**src/rtl/mem_stage_pkg.sv**
```systemverilog
// mem_stage_pkg: shared widths, exception code and load op encodings for the MEM stage
package mem_stage_pkg;
  localparam int ES_TO_MS_BUS_WD = 123;
  localparam int MS_TO_WS_BUS_WD = 119;
  localparam logic [4:0] NO_EX = 5'h1f;
  typedef enum logic [2:0] {
    LD_NONE = 3'd0,
    LD_LB   = 3'd1,
    LD_LBU  = 3'd2,
    LD_LH   = 3'd3,
    LD_LHU  = 3'd4,
    LD_LW   = 3'd5
  } ld_op_e;
endpackage

```
**src/rtl/mem_load_align.sv**
```systemverilog
// mem_load_align: selects and extends the loaded byte/half/word from a response word
import mem_stage_pkg::*;
module mem_load_align (
  input  logic [31:0] rdata,
  input  logic [1:0]  addr,
  input  logic [2:0]  ld_op,
  input  logic [31:0] pass,
  output logic [31:0] result
);
  logic [7:0]  b;
  logic [15:0] h;
  assign b = rdata[{addr, 3'b000} +: 8];
  assign h = addr[1] ? rdata[31:16] : rdata[15:0];
  always_comb
    result = ld_op == LD_LB  ? {{24{b[7]}}, b}  :
             ld_op == LD_LBU ? {24'b0, b}       :
             ld_op == LD_LH  ? {{16{h[15]}}, h} :
             ld_op == LD_LHU ? {16'b0, h}       :
             ld_op == LD_LW  ? rdata            : pass;
endmodule

```
**src/rtl/mem_stage.sv**
```systemverilog
// mem_stage: memory-access pipeline stage between EXE and WB with response buffering and flush discard
import mem_stage_pkg::*;
module mem_stage (
  input  logic                       clk,
  input  logic                       reset,
  output logic                       ms_allowin,
  input  logic                       es_to_ms_valid,
  input  logic [ES_TO_MS_BUS_WD-1:0] es_to_ms_bus,
  input  logic                       ws_allowin,
  output logic                       ms_to_ws_valid,
  output logic [MS_TO_WS_BUS_WD-1:0] ms_to_ws_bus,
  input  logic                       flush,
  input  logic                       data_sram_data_ok,
  input  logic [31:0]                data_sram_rdata,
  output logic [4:0]                 MEM_dest,
  output logic [31:0]                MEM_dest_data,
  output logic                       MEM_data_rdy,
  output logic                       ms_inst_mfc0,
  output logic                       ms_ex
);
  logic                       ms_valid;
  logic [ES_TO_MS_BUS_WD-1:0] bus_r;
  logic [31:0]                data_buf;
  logic                       data_buf_valid;
  logic                       discard;
  logic                       wait_data;
  logic [2:0]                 ld_op;
  logic [31:0]                result;
  logic [31:0]                rdata_sel;
  logic [31:0]                aligned;
  logic [31:0]                final_result;
  logic                       data_ok_live;
  logic                       ms_ready_go;
  logic                       ms_leave;
  assign wait_data      = bus_r[122];
  assign ld_op          = bus_r[121:119];
  assign result         = bus_r[63:32];
  assign data_ok_live   = data_sram_data_ok & ~discard;
  assign ms_ready_go    = ~wait_data | data_buf_valid | data_ok_live;
  assign ms_allowin     = ~ms_valid | (ms_ready_go & ws_allowin);
  assign ms_to_ws_valid = ms_valid & ms_ready_go & ~flush;
  assign ms_leave       = ms_valid & ms_ready_go & ws_allowin;
  assign rdata_sel      = data_buf_valid ? data_buf : data_sram_rdata;
  mem_load_align u_align (
    .rdata  (rdata_sel),
    .addr   (result[1:0]),
    .ld_op  (ld_op),
    .pass   (result),
    .result (aligned)
  );
  assign final_result  = wait_data ? aligned : result;
  assign ms_to_ws_bus  = {bus_r[118:64], final_result, bus_r[31:0]};
  assign MEM_dest      = bus_r[68:64] & {5{ms_valid & bus_r[69]}};
  assign MEM_dest_data = final_result;
  assign MEM_data_rdy  = ~(ms_valid & wait_data) | data_buf_valid | data_ok_live;
  assign ms_inst_mfc0  = ms_valid & bus_r[111];
  assign ms_ex         = ms_valid & ((bus_r[76:72] != NO_EX) | bus_r[71]);
  always_ff @(posedge clk) begin
    if (reset) begin
      ms_valid       <= 1'b0;
      bus_r          <= {46'b0, NO_EX, 72'b0};
      data_buf       <= 32'b0;
      data_buf_valid <= 1'b0;
      discard        <= 1'b0;
    end else begin
      if (flush) ms_valid <= 1'b0;
      else if (ms_allowin) ms_valid <= es_to_ms_valid;
      if (es_to_ms_valid && ms_allowin) bus_r <= es_to_ms_bus;
      if (flush || ms_leave) data_buf_valid <= 1'b0;
      else if (ms_valid && wait_data && data_ok_live && !ws_allowin) begin
        data_buf_valid <= 1'b1;
        data_buf       <= data_sram_rdata;
      end
      // a killed load whose response is still outstanding leaves one response to swallow
      if (flush && ms_valid && wait_data && !data_buf_valid && !data_ok_live) discard <= 1'b1;
      else if (data_sram_data_ok) discard <= 1'b0;
    end
  end
endmodule
```
**config.mk**
```make
export PLATFORM = sky130hd
export DESIGN_NAME = mem_stage
export DESIGN_NICKNAME = d
export VERILOG_FILES = /design/src/rtl/mem_stage_pkg.sv /design/src/rtl/mem_load_align.sv /design/src/rtl/mem_stage.sv
export SDC_FILE = /design/constraint.sdc
export NUM_CORES = 1
export LEC_CHECK = 0
export BUFFER_PORTS_ARGS = -buffer_cell sky130_fd_sc_hd__buf_2
export CAP_MARGIN = 20
export CORE_MARGIN = 8
export CORE_UTILIZATION = 40
export DETAILED_ROUTE_END_ITERATION = 8
export GPL_ROUTABILITY_DRIVEN = 0
export PLACE_DENSITY_LB_ADDON = 0.1
export SLEW_MARGIN = 0
export SYNTH_ARGS = -nofsm -noshare
export SYNTH_HDL_FRONTEND = slang
export SYNTH_SLANG_ARGS = --single-unit
```
**constraint.sdc**
```tcl
create_clock -name clk -period 2.2 [get_ports clk]
set_input_delay 0.11 -clock clk [delete_from_list [all_inputs] [get_ports clk]]
set_output_delay 0.11 -clock clk [all_outputs]
set_load 0.01 [all_outputs]
```
==> impl_metrics.yaml <==
critical_path:
  crit_type: "flop to output pin"
  reg2reg_slack_ns: 0.14
  r2r_end: "bus_r[0]"
  cp-start-kind: "flop"
  path_max_fanout: 7
  rr_startpoint: "data_buf_valid"
  crit_arrival_ns: 2.32
  r2r_cells: 7
  crit_required_ns: 2.09
  end_kind: "output pin"
place:
  dp_hpwl_um: 20800
  port_buffers: 321
  placed_area_mm2: 0.00964
route:
  post-route-drc-count: 0
  firstDrtPassIters: 5
  wl_per_cell_um: 17.3
  via_per_inst: 5.02
  wirelength_um: 30900
  drtIter0Drc: 528
  vias: 8984
  ant_nets: 0
synth:
  ys.flop_type: "dfxtp_1"
  ys_async_sr_fraction_pct: 0
  synth.yosys.warnings: 0
  yosysSeqAreaShare_pct: 37.3
  syn_area_mm2: 0.00847
  syn_area_per_cell_um2: 7.53
  netlist-cell-type-count: 53
  synthCells: 1125
  synth-edff-count: 0
  ys_ff_latch: 158
  synth_nets: 1286
grt:
  first_global_vias: 8849
  grt_antenna_before_repair: 2
  grt_start_max_net_pins: 100
  grt_usage_pct: 22.5
  grt-ovfl-total: 0
  grt_pass1_wl_um: 47900
sta:
  rsz0062_at_grt: "yes"
  whs_ns: 0.0177
  finalMaxSlewViolations: 0
  fin_crit_sh_pct: 110
  fin_ws_ns: -0.225
  fin_skew_ns: 0.00960
  fmax_mhz: 412
  hold_viol_final: 0
  slew_headroom_pct: 60.7
  tns_ns: -9.43
  min_period_ns: 2.43
  worst-slew-pin-transition_ns: 0.590
  final-setup-viol-count: 57
power_and_ir_drop:
  total_power_uw: 7650
  switching_share_pct: 30.0
  peakVddDrop_uv: 507
  p_comb_share_pct: 21.1
  clkPwrFrac_pct: 38.6
  p_per_area_mw_per_mm2: 606
  switchingPower_uw: 2290
  p_seq_share_pct: 40.3
  p_int_uw: 5360
  p_leak_uw: 0.00550
status:
  failed_checks: "negative setup slack"
  status: "finished, violations left"
final_layout:
  final_util_pct: 60.5
  final_common_cell: "nand2_1"
  nets: 1659
  drive_gt1_share_pct: 34.9
  final_area_mm2: 0.0126
  syn_to_final_growth_pct: 49.1
  final_cell_mix: "nand2_1 (324), buf_2 (311), a21oi_1 (179), dlygate4sd3_1 (156), dfxtp_1 (151)"
floorplanning:
  design.die.area_mm2: 0.0261
  coreArea_mm2: 0.0209
  io_pins: 322
  die_w_um: 162
  start_util_pct: 40.6
  rows: 53
  die_h_um: 162
clock_tree:
  cts_buffer_depth: 2
  clk_latency_ns: 0.42
  cts_max_level: 4
  cts_buffers: 17
  cts_tree: "yes"
  clk_pin_slew_ns: 0.07
  root_buffer: "clkbuf_16"
  cts_num_sinks: 158
min_path:
  hp-class: "input pin to flop"
  min-delay-start: "es_to_ms_bus[33]"
  min_to: "bus_r[33]"
  whs_path_depth: 3
flow_run:
  drv_cap: 0
cell usage after synthesis (3+ instances only):
master	instances	area share, %
dfxtp_1	158	37
o22ai_1	14	1.0
a21oi_1	187	11
a21bo_2	3	0.35
buf_4	122	11
nor2b_1	9	0.66
and3_1	5	0.37
nand3_1	9	0.53
nand2b_1	11	0.81
nand4_1	3	0.22
buf_2	26	1.5
o21ai_0	29	1.7
nor3_1	13	0.77
a211oi_1	3	0.27
nand2_1	327	14
o2111ai_1	7	0.72
mux2_2	11	1.5
o22a_1	15	1.6
inv_1	6	0.27
mux2i_1	42	5.0
clkbuf_1	51	2.3
nor2_1	33	1.5
and2_1	3	0.22
mux4_2	6	1.6
sequential cells by signal (all words and copies together), names as in the netlist:
name	cells
discard	1
data_buf_valid	1
ms_valid	1
data_buf	32
bus_r	123
kinds of logic after synthesis:
kind of cell / share of synthesized area [%]
simple gates: 20.3
compound gates: 18.7
buf+inv: 15.2
flops: 37.3
mux: 8.20
xor+xnor: 0.103
fa+ha+maj: 0.133
routing by layer:
metal  share of wire, %  global-route usage [%]  vias to the layer above  wire [µm]
met3                8.7                    7.58                       57       2700
met5                  0                       0                        -          0
li1                   -                       -                     4412          -
met4                2.7                    7.87                        0        835
met1                 41                    27.8                     4139      12600
met2                 48                    36.1                      376      14700
how the worst max path moves through the flow:
stage | start | to | slack [ns] | cells after the start
6_report | data_buf_valid | MEM_dest_data[31] | -0.23 | 7
5_1_grt | bus_r[33] | ms_to_ws_bus[43] | -0.28 | 7
4_1_cts | data_buf_valid | MEM_dest_data[7] | -0.23 | 5
3_5_place_dp | bus_r[33] | ms_to_ws_bus[41] | 0.09 | 7
3_3_place_gp | bus_r[33] | MEM_dest_data[9] | 0.12 | 7
2_1_floorplan | bus_r[121] | ms_to_ws_bus[40] | 0.05 | 7
power by group through the flow:
stage	combinational, µW	sequential (µW)	clock (µW)
final	1610	3080	2950
after global routing	1750	3100	3160
after CTS	1550	3080	3030
after detailed placement	1230	3150	0
after global placement	1230	3140	0
after floorplan	857	3120	0
worst max-delay path, cell delays in order (launching register included):
cell,delay (ns)
dfxtp_4,0.36
mux4_2,0.56
buf_6,0.16
o2111ai_2,0.10
nand3_4,0.17
buf_12,0.18
o22a_1,0.21
buf_2,0.16
per-stage QoR:
stage	std cells	worst slack [ns]
finish	1788	-0.225
global route	1788	-0.284
CTS	1770	-0.232
detailed placement	1567	0.0904
global placement	1567	0.118
floorplan	1125	0.0456
cell type report:
class	instances	area [µm²]
timing repair buffer	556	4060
clock buffer	18	439
clock inverter	14	159
sequential	158	3180
tap	275	344
fill	1862	8260
multi-input combinational	758	4410
antenna	2	5.00
inverter	7	30.0
what timing repair did:
| item | in CTS | in global routing |
|---|---|---|
| gates resized for setup | 68 | 61 |
| hold endpoints to repair | 156 | 0 |
| hold buffers | 156 | 0 |
| gates cloned | 2 | 1 |
| setup buffers | 13 | 18 |
| endpoints found under the setup margin | 64 | 64 |
| pin swaps | 29 | 16 |
(Power assumes the default switching activity.)
